`config.mk`:
```
export PLATFORM = sky130hd
export DESIGN_NAME = output_bram_axis_reader
export DESIGN_NICKNAME = d
export VERILOG_FILES = /design/src/rtl/output_bram_axis_reader.sv
export SDC_FILE = /design/constraint.sdc
export NUM_CORES = 1
export LEC_CHECK = 0
export ABC_AREA = 1
export BUFFER_PORTS_ARGS = -buffer_cell sky130_fd_sc_hd__buf_2
export CORE_UTILIZATION = 53
export DETAILED_ROUTE_END_ITERATION = 8
export PLACE_DENSITY = 0.74
export RECOVER_POWER = 100
export SLEW_MARGIN = 20
export SYNTH_ARGS = -nofsm -noshare
export SYNTH_HDL_FRONTEND = slang
export SYNTH_SLANG_ARGS = --single-unit
```
`constraint.sdc`:
```
create_clock -name clk -period 2.77 [get_ports clk]
set_clock_uncertainty 0.15 [all_clocks]
set_input_delay 0.277 -clock clk [delete_from_list [all_inputs] [get_ports clk]]
set_output_delay 0.277 -clock clk [all_outputs]
set_load 0.02 [all_outputs]
```
`src/rtl/output_bram_axis_reader.sv`:
```
// output_bram_axis_reader: drains one output BRAM row onto AXI4-Stream.
// Optional OUT_RELU_EN: clamp negative words to zero on FIFO write.

module output_bram_axis_reader #(
    parameter int DATA_WIDTH = 32,
    parameter int ADDR_WIDTH = 14,
    parameter int LEN_WIDTH  = ADDR_WIDTH + 1
) (
    input  logic                  clk,
    input  logic                  Reset,
    input  logic                  Start_row,
    input  logic [ADDR_WIDTH-1:0] Base_addr,
    input  logic [LEN_WIDTH-1:0]  Row_length,
    input  logic                  Last_row,
    output logic                  enb_output_BRAM,
    output logic [ADDR_WIDTH-1:0] addrb_output_BRAM,
    input  logic [DATA_WIDTH-1:0] doutb_output_BRAM,
    output logic [DATA_WIDTH-1:0] m_axis_tdata,
    output logic                  m_axis_tvalid,
    output logic                  m_axis_tlast,
    input  logic                  m_axis_tready,
    output logic                  Busy,
    output logic                  Row_done
);

    typedef enum logic [1:0] {
        S_Idle,
        S_Read,
        S_Drain,
        S_Done
    } state_t;

    state_t                state_q, state_d;
    logic [ADDR_WIDTH-1:0] base_q, base_d;
    logic [LEN_WIDTH-1:0]  len_q, len_d;
    logic                  last_q, last_d;
    logic [LEN_WIDTH-1:0]  issue_q, issue_d;
    logic [LEN_WIDTH-1:0]  beat_q, beat_d;
    logic                  inflight_q, inflight_d;
    logic [2:0]            count_q, count_d;
    logic [1:0]            wr_ptr_q, wr_ptr_d;
    logic [1:0]            rd_ptr_q, rd_ptr_d;
    logic [DATA_WIDTH-1:0] fifo_q [4];

    logic                  push;
    logic                  pop;
    logic                  room;
    logic                  last_beat;
    logic [LEN_WIDTH-1:0]  issue_inc;
    logic [DATA_WIDTH-1:0] fifo_wdata;

`ifdef OUT_RELU_EN
    assign fifo_wdata = doutb_output_BRAM[DATA_WIDTH-1] ? '0 : doutb_output_BRAM;
`else
    assign fifo_wdata = doutb_output_BRAM;
`endif

    // A read issued last cycle returns its word now; that is the push.
    assign push      = inflight_q;
    assign m_axis_tvalid = (count_q != 3'd0);
    assign pop       = m_axis_tvalid & m_axis_tready;
    assign m_axis_tdata  = m_axis_tvalid ? fifo_q[rd_ptr_q] : '0;
    assign room      = (count_q + 3'(inflight_q)) < 3'd4;
    assign last_beat = (beat_q == len_q - LEN_WIDTH'(1));
    assign m_axis_tlast  = m_axis_tvalid & last_q & last_beat;
    assign issue_inc = issue_q + LEN_WIDTH'(1);

    // Next state, read issue and row bookkeeping.
    always_comb begin
        state_d           = state_q;
        base_d            = base_q;
        len_d             = len_q;
        last_d            = last_q;
        issue_d           = issue_q;
        beat_d            = pop ? beat_q + LEN_WIDTH'(1) : beat_q;
        inflight_d        = 1'b0;
        enb_output_BRAM   = 1'b0;
        addrb_output_BRAM = '0;
        Busy              = 1'b1;
        Row_done          = 1'b0;
        unique case (state_q)
            S_Idle: begin
                Busy = 1'b0;
                if (Start_row) begin
                    base_d  = Base_addr;
                    len_d   = Row_length;
                    last_d  = Last_row;
                    issue_d = '0;
                    beat_d  = '0;
                    state_d = (Row_length == '0) ? S_Done : S_Read;
                end
            end
            S_Read: begin
                if (room) begin
                    enb_output_BRAM   = 1'b1;
                    addrb_output_BRAM = base_q + issue_q[ADDR_WIDTH-1:0];
                    inflight_d        = 1'b1;
                    issue_d           = issue_inc;
                    if (issue_inc == len_q) begin
                        state_d = S_Drain;
                    end
                end
            end
            S_Drain: begin
                if (pop && last_beat) begin
                    state_d = S_Done;
                end
            end
            S_Done: begin
                Row_done = 1'b1;
                state_d  = S_Idle;
            end
            default: state_d = S_Idle;
        endcase
    end

    // Prefetch FIFO pointer and occupancy update.
    always_comb begin
        wr_ptr_d = push ? wr_ptr_q + 2'd1 : wr_ptr_q;
        rd_ptr_d = pop ? rd_ptr_q + 2'd1 : rd_ptr_q;
        count_d  = count_q;
        case ({push, pop})
            2'b10:   count_d = count_q + 3'd1;
            2'b01:   count_d = count_q - 3'd1;
            default: count_d = count_q;
        endcase
    end

    // State and control registers; reset aborts and flushes the row.
    always_ff @(posedge clk) begin
        if (Reset) begin
            state_q    <= S_Idle;
            base_q     <= '0;
            len_q      <= '0;
            last_q     <= 1'b0;
            issue_q    <= '0;
            beat_q     <= '0;
            inflight_q <= 1'b0;
            count_q    <= '0;
            wr_ptr_q   <= '0;
            rd_ptr_q   <= '0;
        end else begin
            state_q    <= state_d;
            base_q     <= base_d;
            len_q      <= len_d;
            last_q     <= last_d;
            issue_q    <= issue_d;
            beat_q     <= beat_d;
            inflight_q <= inflight_d;
            count_q    <= count_d;
            wr_ptr_q   <= wr_ptr_d;
            rd_ptr_q   <= rd_ptr_d;
        end
    end

    // FIFO storage; contents are don't-care while empty.
    always_ff @(posedge clk) begin
        if (push) begin
            fifo_q[wr_ptr_q] <= fifo_wdata;
        end
    end

endmodule

```
# Word-level counts from Yosys, hierarchy flattened
# Memories as Yosys holds them, arrays and structs flattened. A register that Yosys moved wholly into a read port is not among the register bits.
# Cells that the tools add are included.
# word_totals
mem_count,1
word_cells,68
inputBits,66
ramBits,128
reg_bits,70
out_inout_bits,51
# classes
mux,24
n_reduce_logical,9
n_addsub,9
magnitude_cmp,1
n_eq_ne,11
bitwise,3
# memory_table
name,depth,width,rd,rd_ports_with_merged_regs,wr,line,rtl
fifo_q,4,32,1,1,1,43,logic [DATA_WIDTH-1:0] fifo_q [4];
# op_table
operator,n
$mux W15,5
$mux W32,1
$add A15 B1 Y15 const B,2
$eq A15 B15 Y1,2
$pmux W15 S2,1
$mux W14,2
$logic_not A15 Y1,1
$sub A15 B1 Y15 const B,1
$add A14 B14 Y14,1
$mux W2,7
$ne A2 B2 Y1 const B,4
$pmux W2 S4,1
$eq A2 B2 Y1 const B,3
$mux W1,6
$pmux W3 S2,1
$add A2 B1 Y2 const B,2
$eq A2 B1 Y1 const B,2
$reduce_and A4 Y1,1
$reduce_bool A2 Y1,2
$add A3 B1 Y3,1
$add A3 B1 Y3 const B,1
$and A1 B1 Y1,3
$lt A3 B3 Y1 const B,1
$reduce_and A3 Y1,1
5 further kinds,5

# Logic depth before layout (Yosys ltp)
# Gate-level depths: netlist of run 1.
# logic_depth
depth_word,5
depth_mapped,17
mapped_depth_nobuf,17

# Worst setup path before layout of run 1
# No wires, ideal clock.
# synth_path
path_type,register to output
from,register issue_q[0]
to,output port addrb_output_BRAM[10]
setup_slack_ns,0.096
t_arrival_ns,2.247
stages_incl_launch_ff,15
required_time_ns,2.343
n_path_buf,0
path_cell_list,dfxtp_1 -> ha_1 -> inv_1 -> fa_1 -> inv_1 -> nand3_1 -> nand2_1 -> nand2_1 -> nand2_1 -> a21oi_1 -> o21ai_0 -> nand3_1 -> nand3_1 -> o21ai_0 -> a21oi_1
# synth_via
elab_chain_len,3
# synth_lines
element,line,rtl
from (decl),37,"logic [LEN_WIDTH-1:0] issue_q, issue_d;"
from (signal assigned),147,issue_q <= issue_d;
$add A14 B14 Y14,96,addrb_output_BRAM = base_q + issue_q[ADDR_WIDTH-1:0];
$mux W14,94,if (room) begin
$mux W14,81,unique case (state_q)
to (decl),16,"output logic [ADDR_WIDTH-1:0] addrb_output_BRAM,"
# Every way passes these cells.

# Worst setup path in the final report of run 1
# layout_path
from,register issue_q[3]
to,output port addrb_output_BRAM[10]
# Same word-level chain as after synthesis.

==> out/metrics.cfg, run 1 <==
[outcome]
status = finished, violations left
violations = negative setup slack

[global_route]
grt_overflow = 0
grtUsageMet3 = 0.04678
gr-usage-met1 = 0.2925
grt.busiest_layer = met2
use_met2 = 0.4300
grt_pass1_wl_um = 35690
grt_start_max_net_pins = 65
first_global_vias = 7661
antenna_found_initial = 0
grt_usage = 0.2434

[synthesis]
synth_most_common_cell = nor2_1
synthTopCellsByArea = edfxtp_1, dfxtp_1, nor2_1, o21ai_0, nand2_1
ys.warnings.count = 0
syn_area_um2 = 9783
yosysSeqAreaShare = 0.5402
avgSynthCellArea_um2 = 8.537
synth_fp_nets = 1240
synth.largest_area_cell = edfxtp_1
synth-edff-count = 128
synthDominantCellAreaShare = 0.3929
synthCells = 1146
ys_types = 39
async_reset_ff_frac = 0
synthTopCellsByCount = nor2_1, nand2_1, o21ai_0, edfxtp_1, a21oi_1
synth_ff_type = edfxtp_1
synth.ff_latch_count = 200

[clock_network]
clockRootBuffer = clkbuf_16
htreeDepth = 4
cts.path.max_buffers = 2
cts_tree = built
clk_pin_slew_ns = 0.07
clk_latency_ns = 0.43
numCtsBuffers = 17
clock_sinks = 200

[placement]
place_ws_ns = 0.1525
io_buffers = 116
dpl-instance-area_um2 = 10620
hpwl_um = 14830
gp_congestion = 0.8653

[routing]
ant_nets = 0
routed_via_density = 5.316
vias = 8261
wl_per_cell_um = 14.78
drcViolationCount = 0
drt_iter0_drc = 505
drt-total-wl_um = 22970
firstDrtPassIters = 5

[power]
power_density_nw_per_um2 = 796.0
p_clk_frac = 0.269
ir_drop_v = 0.0005302
switching_power_uw = 3584
pwr-share-seq = 0.389
p_total_uw = 9468
leakagePower_uw = 0.004712
combPwrFrac = 0.342
power.internal_uw = 5884
sw_frac_of_total = 0.3785

[hold_path]
hold_class = in2reg

[timing]
finalSetupViolCount = 1
hold_viol_final = 0
fin_crit_ns = 2.828
slew_headroom = 0.3765
setup_ws_ns = -0.05763
min_period_over_period = 1.021
final_max_slew_viol_count = 0
rsz0062_at_grt = true
fmax_mhz = 353.7
tns_ns = -0.05763
tightest_slew_ns = 0.9353

[critical_path]
endpoint_kind = output port
setup.worst_path.start_class = register
crit_required_ns = 2.34
path_class = reg2out
cp.arrival_ns = 2.40
crit_fanout = 6

[final_layout]
drive_gt1_frac = 0.1509
nNetsFinal = 1406
areaGrowthSynthToFinish_pct = 21.58
fin_area_um2 = 11890
diodes = 0
fillers = 1507

[die]
dieArea_um2 = 19010
fp.dieH_um = 137.9
io_pins = 117
start_util = 0.5428
rows = 49
fp.dieW_um = 137.9
core_region_area_um2 = 18020

[flow_run]
drv_cap = 0

flip-flops by register name, indices dropped and copies added, names as in the netlist, named ones only:
name,flops
state_q,2
base_q,14
last_q,1
fifo_q,128
inflight_q,1
len_q,15
count_q,3
issue_q,15
rd_ptr_q,2
wr_ptr_q,2
beat_q,15
what timing repair did:
item | 4_1_cts | 5_1_grt
pin swaps | 10 | 6
setup endpoints to repair | 6 | 13
setup buffers | 5 | 1
hold buffers | 50 | 0
resized for setup | 29 | 35
endpoints found under the hold margin | 146 | 0
power groups by stage:
| stage | clock network [uW] | logic, uW | registers [uW] |
|---|---|---|---|
| floorplan | 0 | 2210 | 3680 |
| CTS | 2580 | 3220 | 3680 |
| global placement | 0 | 3020 | 3720 |
| finish | 2540 | 3240 | 3690 |
| global route | 2700 | 3660 | 3720 |
| detailed placement | 0 | 3080 | 3730 |
logic make-up (layout without fill, tap and decap cells):
kind of cell / after synthesis / count (layout) / share of synthesized area
XOR/XNOR: 22 / 22 / 0.01970
AO/OA/AOI/OAI: 240 / 240 / 0.1252
flip-flops: 200 / 200 / 0.5402
buffers and inverters: 137 / 316 / 0.05282
adder cells (fa/ha/maj): 28 / 28 / 0.03734
AND/OR/NAND/NOR: 519 / 519 / 0.2247
path summary, 6_finish.rpt:
path / start / endpoint / slack, ns / cells past startpoint
max: issue_q[3] / addrb_output_BRAM[10] / -0.06 / 12
min: Row_length[14] / len_q[14] / 0.02 / 3
max reg2reg: count_q[2] / beat_q[14] / 0.44 / 9
min reg2reg: rd_ptr_q[0] / register / 0.32 / 1
routing by layer:
| layer | routed length (um) | share of wire | vias up |
|---|---|---|---|
| met5 | 0 | 0 | - |
| met4 | 473 | 0.021 | 0 |
| met3 | 1111 | 0.048 | 43 |
| met2 | 11500 | 0.50 | 227 |
| met1 | 9880 | 0.43 | 3804 |
| li1 | - | - | 4187 |
cell usage in the layout, fill, tap and decap left out, types with 4 or more instances in the layout:
cell type      instances
clkbuf_2              31
inv_2                  6
ha_4                   5
nand3_1               58
buf_2                 49
nor3_1                 9
dfxtp_2               15
a21oi_2                5
buf_4                 18
inv_6                  4
nor2_2                 5
dfxtp_1               56
dlygate4sd3_1         50
nor2_4                 5
ha_1                  19
nand2_2                7
xnor2_1                6
inv_1                 89
clkbuf_1              40
edfxtp_1             128
xor2_1                15
o21ai_0              124
nand3_2                7
o21ai_1                5
a21oi_1               95
nand4_1               13
clkbuf_16             17
nand2_1              165
nor2_1               237
final cells by class:
cell class / instances / area [um^2] / area share
well taps: 229 / 286.5 / 0.02409
multi-input cells: 809 / 4138 / 0.3479
clock inverters: 14 / 182.7 / 0.01536
repair buffers: 187 / 1182 / 0.09941
flip-flops and latches: 200 / 5308 / 0.4462
inverters: 97 / 367.9 / 0.03093
clock buffers: 18 / 429.2 / 0.03608
per-stage QoR:
stage	hold WS (ns)	cells	utilization
after floorplan	0.2259	1146	-
after global placement	0.3038	1466	0.5891
after detailed placement	0.3129	1466	0.5891
after CTS	0.006093	1553	0.6572
after global routing	0.05755	1554	0.6599
final	0.01691	1554	0.6599
critical path: stages, from the launching register on:
cell,delay [ns]
dfxtp_2,0.37
ha_2,0.32
a21oi_1,0.20
nand2_2,0.09
nand2_1,0.06
nand2_1,0.06
a21oi_2,0.17
o21ai_2,0.09
nand3_1,0.11
nand3_2,0.08
buf_4,0.13
a21oi_1,0.13
buf_4,0.15
(Power assumes the default switching activity.)
==> run 2, diff against run 1 <==
--- a/config.mk
+++ b/config.mk
@@ -7,9 +7,9 @@
 export LEC_CHECK = 0
 export ABC_AREA = 1
 export BUFFER_PORTS_ARGS = -buffer_cell sky130_fd_sc_hd__buf_2
-export CORE_UTILIZATION = 53
+export CORE_UTILIZATION = 40
+export CTS_CLUSTER_SIZE = 24
 export DETAILED_ROUTE_END_ITERATION = 8
-export PLACE_DENSITY = 0.74
 export RECOVER_POWER = 100
 export SLEW_MARGIN = 20
 export SYNTH_ARGS = -nofsm -noshare
==> run 2 against run 1 <==
  * The flow now finishes without violations
  * Largest power group unchanged
  * Largest cell class unchanged
  * First-iteration DRC count shrank 18%
  * Wire length grew 0.55%
  * Highest routed layer unchanged
  * Global-route usage shrank 5.6 points
==> out/metrics.cfg, run 2 (synthesized netlist as in run 1, its figures left out) <==
[outcome]
status = finished clean  ; was finished, violations left

[clock_network]
cts.path.max_buffers = 2  ; unchanged
htreeDepth = 4  ; unchanged
clk_latency_ns = 0.43  ; about the same
clk_pin_slew_ns = 0.08  ; was 0.07 ns
clock_sinks = 200  ; unchanged
cts_tree = built  ; unchanged
clockRootBuffer = clkbuf_16  ; unchanged
numCtsBuffers = 17  ; unchanged

[flow_run]
drv_cap = 0  ; unchanged

[global_route]
antenna_found_initial = 0  ; unchanged
grt_pass1_wl_um = 36540  ; was 35,690 um
first_global_vias = 7501  ; was 7,661
grt_usage = 0.1877  ; was 0.2434
grt_overflow = 0  ; unchanged
grt_start_max_net_pins = 65  ; unchanged

[power]
switching_power_uw = 3660  ; was 3584 uW
ir_drop_v = 0.0004124  ; was 0.0005302 V
pwr-share-seq = 0.390  ; was 0.389
sw_frac_of_total = 0.3885  ; was 0.3785
leakagePower_uw = 0.004728  ; was 0.004712 uW
power.internal_uw = 5760  ; was 5884 uW
combPwrFrac = 0.349  ; was 0.342
p_clk_frac = 0.261  ; was 0.269
p_total_uw = 9421  ; was 9468 uW
power_density_nw_per_um2 = 785.2  ; was 796.0 nW/um^2

[routing]
wl_per_cell_um = 14.01  ; was 14.78 um
vias = 8120  ; was 8,261
routed_via_density = 4.927  ; was 5.316
drt_iter0_drc = 413  ; was 505
firstDrtPassIters = 5  ; unchanged
ant_nets = 0  ; unchanged
drcViolationCount = 0  ; unchanged
drt-total-wl_um = 23090  ; was 22,970 um

[critical_path]
critPathMaxStageDelay_ns = 0.36  ; was 0.37 ns
critPathSlowestCell = dfxtp_2  ; unchanged
endpoint_kind = output port  ; unchanged
crit_fanout = 6  ; unchanged
rr_endpoint = base_q[6]  ; was beat_q[14]
crit_chain = ha_2 -> a21oi_1 -> nand2_2 -> nand2_2 -> nand2_2 -> a21oi_2 -> o21ai_2 -> nand3_1 -> nand3_2 -> buf_4 -> a21oi_1 -> buf_4  ; was ha_2 -> a21oi_1 -> nand2_2 -> nand2_1 -> nand2_1 -> a21oi_2 -> o21ai_2 -> nand3_1 -> nand3_2 -> buf_4 -> a21oi_1 -> buf_4
setup.worst_path.start_class = register  ; unchanged
startpoint = issue_q[3]  ; unchanged
endpoint = addrb_output_BRAM[10]  ; unchanged
crit_family = compound AO/OA/AOI/OAI gates  ; unchanged
path_class = reg2out  ; unchanged
r2r_start = state_q[0]  ; was count_q[2]
crit_buf_inv = 2  ; unchanged
cp.depth = 12  ; unchanged
cp.arrival_ns = 2.30  ; was 2.40 ns
crit_required_ns = 2.34  ; about the same
crit_path_frequent_cell = nand2_2
rrSetupSlack_ns = 0.31  ; was 0.44 ns
r2r_cells = 6  ; was 9

[die]
core_region_area_um2 = 23750  ; was 18,020 um^2
fp.dieH_um = 158.4  ; was 137.9 um
fp.dieW_um = 158.4  ; was 137.9 um
dieArea_um2 = 25090  ; was 19,010 um^2
io_pins = 117  ; unchanged
rows = 56  ; was 49
start_util = 0.4119  ; was 0.5428

[timing]
rsz0062_at_grt = true  ; unchanged
final_max_slew_viol_count = 0  ; unchanged
finalSetupViolCount = 0  ; was 1
hold_viol_final = 0  ; unchanged
tightest_slew_ns = 1.059  ; was 0.9353 ns
fin_crit_ns = 2.730  ; was 2.828 ns
min_period_over_period = 0.9856  ; was 1.021
slew_headroom = 0.2941  ; was 0.3765
fmax_mhz = 366.3  ; was 353.7 MHz

[placement]
hpwl_um = 15420  ; was 14,830 um
io_buffers = 116  ; unchanged
gp_congestion = 0.8329  ; was 0.8653

[final_layout]
final_common_cell = nor2_1  ; unchanged
final_util = 0.5051  ; was 0.6599
largest_reg_flops = 128  ; unchanged
most-common-layout-cells = nor2_1, nand2_1, edfxtp_1  ; unchanged
diodes = 0  ; unchanged
largest_register = fifo_q  ; unchanged
drive_gt1_frac = 0.1520  ; was 0.1509
areaGrowthSynthToFinish_pct = 22.64  ; was 21.58%
nNetsFinal = 1410  ; was 1,406

[hold_path]
hold_class = in2reg  ; unchanged

run 2: changes by cell type in the layout (fill, tap and decap cells not counted), sizes merged:
| cell | delta |
|---|---|
| clkbuf | -24 |
| dlygate4sd3 | -1 |
| buf | +28 |
| bufinv | -2 |
| inv | +1 |
| clkinv | +2 |
run 2: worst register-to-register path, stage by stage (launching register included):
cell and delay [ns]:
dfxtp_1 0.37, inv_1 0.10, ha_1 0.22, nand2_1 0.46, clkbuf_1 0.71, o21ai_0 0.24
nor2_1 0.14
run 2: how the worst min path moves through the flow:
| stage | cells past startpoint | endpoint | startpoint | slack [ns] |
|---|---|---|---|---|
| after floorplan | 0 | fifo_q[0][0] | doutb_output_BRAM[0] | 0.23 |
| after global placement | 1 | rd_ptr_q[0] | rd_ptr_q[0] | 0.30 |
| after detailed placement | 1 | register | rd_ptr_q[0] | 0.32 |
| after CTS | 3 | len_q[12] | Row_length[12] | 0.0007 |
| after global routing | 3 | len_q[11] | Row_length[11] | 0.03 |
| final | 3 | len_q[12] | Row_length[12] | 0.02 |
run 2: metrics by stage:
step / setup TNS, ns / worst slack (ns) / instance area [um^2] / instances / hold WS (ns)
2_1_floorplan: 0 / 0.09602 / 9783 / 1146 / 0.2259
3_3_place_gp: 0 / 0.1738 / 10790 / 1557 / 0.3046
3_5_place_dp: 0 / 0.1489 / 10790 / 1557 / 0.3153
4_1_cts: -0.05504 / -0.05504 / 11980 / 1643 / 0.0006954
5_1_grt: -0.3449 / -0.1268 / 12000 / 1648 / 0.02631
6_report: 0 / 0.03989 / 12000 / 1648 / 0.01601
run 2: power groups by stage:
stage | clock (uW) | combinational [uW] | sequential [uW]
detailed placement | 0 | 3170 | 3730
finish | 2460 | 3280 | 3680
floorplan | 0 | 2210 | 3680
CTS | 2500 | 3290 | 3670
global placement | 0 | 3130 | 3720
global route | 2630 | 3720 | 3720
run 2: layer usage:
metal | vias up | GRT usage | part of all wire
li1 | 4192 | - | -
met1 | 3744 | 0.2396 | 0.46
met2 | 168 | 0.3285 | 0.49
met3 | 16 | 0.03511 | 0.042
met4 | 0 | 0.04075 | 0.0070
met5 | - | 0 | 0
run 2: area by class of cell:
type	count	area, um^2
Fill cell	2266	11760
Sequential cell	200	5310
Clock buffer	17	425.4
Inverter	97	374.1
Clock inverter	15	170.2
Timing Repair Buffer	191	1211
Tap cell	319	399.1
Multi-Input combinational cell	809	4108
run 2: repair_timing:
item / in CTS / in global routing
buffers inserted: 5 / 5
gates resized for setup: 28 / 35
hold buffers: 49 / 0
pin swaps: 7 / 13
endpoints found under the setup margin: 6 / 24
endpoints found under the hold margin: 145 / 0
==> run 3, diff against run 2 <==
==> constraint.sdc (replaced) <==
create_clock -name clk -period 2.5 [get_ports clk]
set_clock_uncertainty 0.15 [all_clocks]
set_input_delay 0.25 -clock clk [delete_from_list [all_inputs] [get_ports clk]]
set_output_delay 0.25 -clock clk [all_outputs]
set_load 0.02 [all_outputs]
==> run 3 against run 2 <==
  * The flow now finishes with violations (negative setup slack)
  * Critical path depth up 3
  * Clock-buffer cell count unchanged
  * Sequential share of layout area down 1.2 points
  * Worst setup slack worse by 0.25 ns
  * Flip-flop and latch count unchanged
  * Register-to-register slack worse by 0.20 ns
  * Critical endpoint unchanged
  * Largest cell class unchanged
==> out/metrics.cfg, run 3 (synthesized netlist as in run 1, its figures left out) <==
[routing]
drt-total-wl_um = 24020  ; was 23,090 um
drcViolationCount = 0  ; unchanged
vias = 8210  ; was 8,120
routed_via_density = 4.928  ; was 4.927
wl_per_cell_um = 14.42  ; was 14.01 um
drt_iter0_drc = 414  ; was 413
ant_nets = 0  ; unchanged
firstDrtPassIters = 4  ; was 5

[placement]
gp_congestion = 0.8430  ; was 0.8329
io_buffers = 116  ; unchanged
place_ws_ns = 0.04284  ; was 0.1489 ns
hpwl_um = 15600  ; was 15,420 um
dp.cells = 1569  ; was 1,557

[final_layout]
final_cell_count_no_fill = 1666  ; was 1,648
largest_reg_flops = 128  ; unchanged
drive_gt1_frac = 0.1700  ; was 0.1520
final_util = 0.5195  ; was 0.5051
areaGrowthSynthToFinish_pct = 26.13  ; was 22.64%
fillers = 2213  ; was 2,266
nNetsFinal = 1428  ; was 1,410
final_common_cell = nor2_1  ; unchanged
largest_register = fifo_q  ; unchanged
most-common-layout-cells = nor2_1, nand2_1, edfxtp_1  ; unchanged
diodes = 0  ; unchanged

[clock_network]
cts_tree = built  ; unchanged
clk_latency_ns = 0.44  ; was 0.43 ns
numCtsBuffers = 17  ; unchanged
clock_sinks = 200  ; unchanged
clockRootBuffer = clkbuf_16  ; unchanged
htreeDepth = 4  ; unchanged
cts.path.max_buffers = 2  ; unchanged
clk_pin_slew_ns = 0.08  ; about the same

[die]
rows = 56  ; unchanged
core_region_area_um2 = 23750  ; unchanged
fp.dieH_um = 158.4  ; unchanged
start_util = 0.4119  ; unchanged
dieArea_um2 = 25090  ; unchanged
io_pins = 117  ; unchanged
fp.dieW_um = 158.4  ; unchanged

[timing]
hold_viol_final = 0  ; unchanged
min_period_over_period = 1.085
setup_ws_ns = -0.2129  ; was 0.03989 ns
final_max_slew_viol_count = 0  ; unchanged
fin_crit_ns = 2.713
tightest_slew_ns = 1.075  ; was 1.059 ns
fmax_mhz = 368.6
finalSetupViolCount = 8  ; was 0
slew_headroom = 0.2831  ; was 0.2941
rsz0062_at_grt = true  ; unchanged

[outcome]
status = finished, violations left  ; was finished clean
violations = negative setup slack

[power]
ir_drop_v = 0.0004586  ; was 0.0004124 V
power_density_nw_per_um2 = 864.8  ; was 785.2 nW/um^2
p_total_uw = 10670  ; was 9421 uW
leakagePower_uw = 0.004827  ; was 0.004728 uW

[critical_path]
crit_family = adder cells  ; was compound AO/OA/AOI/OAI gates
crit_buf_inv = 4  ; was 2
crit_required_ns = 2.10  ; was 2.34 ns
setup.worst_path.start_class = register  ; unchanged
crit_fanout = 3  ; was 6
critPathSlowestCell = dfxtp_4  ; was dfxtp_2
crit_chain = ha_4 -> inv_2 -> fa_2 -> inv_2 -> nand3_2 -> nand2_2 -> nand2_1 -> nand2_1 -> a21oi_2 -> o21ai_2 -> nand3_1 -> nand3_2 -> buf_4 -> a21oi_2 -> buf_4  ; was ha_2 -> a21oi_1 -> nand2_2 -> nand2_2 -> nand2_2 -> a21oi_2 -> o21ai_2 -> nand3_1 -> nand3_2 -> buf_4 -> a21oi_1 -> buf_4
endpoint_kind = output port  ; unchanged
path_class = reg2out  ; unchanged
cp.arrival_ns = 2.31  ; was 2.30 ns
critPathMaxStageDelay_ns = 0.36  ; about the same

[global_route]
grt_pass1_wl_um = 37360  ; was 36,540 um
first_global_vias = 7614  ; was 7,501
grt_overflow = 0  ; unchanged
grt_start_max_net_pins = 65  ; unchanged
antenna_found_initial = 0  ; unchanged
grt_usage = 0.1949  ; was 0.1877

[flow_run]
drv_cap = 0  ; unchanged

[hold_path]
hold_class = in2reg  ; unchanged

[run 3: cell count changes in the layout (fill, tap and decap cells not counted), sizes merged]
cell | before | now
buf | 95 | 78
clkbuf | 64 | 92
clkinv | 7 | 6
clkinvlp | 2 | 4
dlygate4sd3 | 49 | 55
[run 3: cell type report]
class,instances,area [um^2],area share
sequential,200,5311,0.4304
multi-input combinational,809,4244,0.3439
timing repair buffer,208,1381,0.1119
clock buffer,17,425.4,0.03448
tap,319,399.1,0.03235
inverter,97,369.1,0.02991
clock inverter,15,203.9,0.01653
timing repair inverter,1,5.005,0.0004056
[run 3: worst paths after layout]
check / depth (start not counted) / end / start / slack, ns
worst max-delay path: 15 / addrb_output_BRAM[10] / base_q[0] / -0.21
worst min-delay path: 3 / len_q[6] / Row_length[6] / 0.02
worst max register to register: 10 / count_q[2] / count_q[2] / 0.11
worst min register to register: 2 / register / rd_ptr_q[1] / 0.33
[run 3: stage by stage]
stage	hold slack (ns)	TNS, ns	area [um^2]
after floorplan	0.1989	0	9788
after global placement	0.2980	0	10860
after global routing	0.03744	-2.316	12340
final	0.02365	-0.8854	12340
after CTS	0.009439	-1.199	12290
after detailed placement	0.3168	0	10860
[run 3: layer usage]
metal	GRT usage	share of wire
met5	0	0
met4	0.05357	0.0089
met3	0.03293	0.035
met2	0.3457	0.49
met1	0.2430	0.46
[run 3: repair_timing]
item,CTS,global route
hold buffers,55,0
setup endpoints to repair,13,31
cloned,0,1
hold endpoints to repair,151,0
buffers inserted,6,6
resized for setup,59,45
pin swaps,17,16
[run 3: where the power goes]
group          internal (uW)  total, uW  leakage, uW  switching (uW)
sequential              3850       4090      0.00175             241
clock                   1390       2850     0.000296            1460
combinational           1220       3730      0.00278            2510
total                   6460      10700      0.00483            4210
[run 3: worst min-delay path: cells and delay by family]
kind	cells	cell delay, ns
AOI/OAI and AO/OA	2	0.23
buffers and inverters	1	0.09
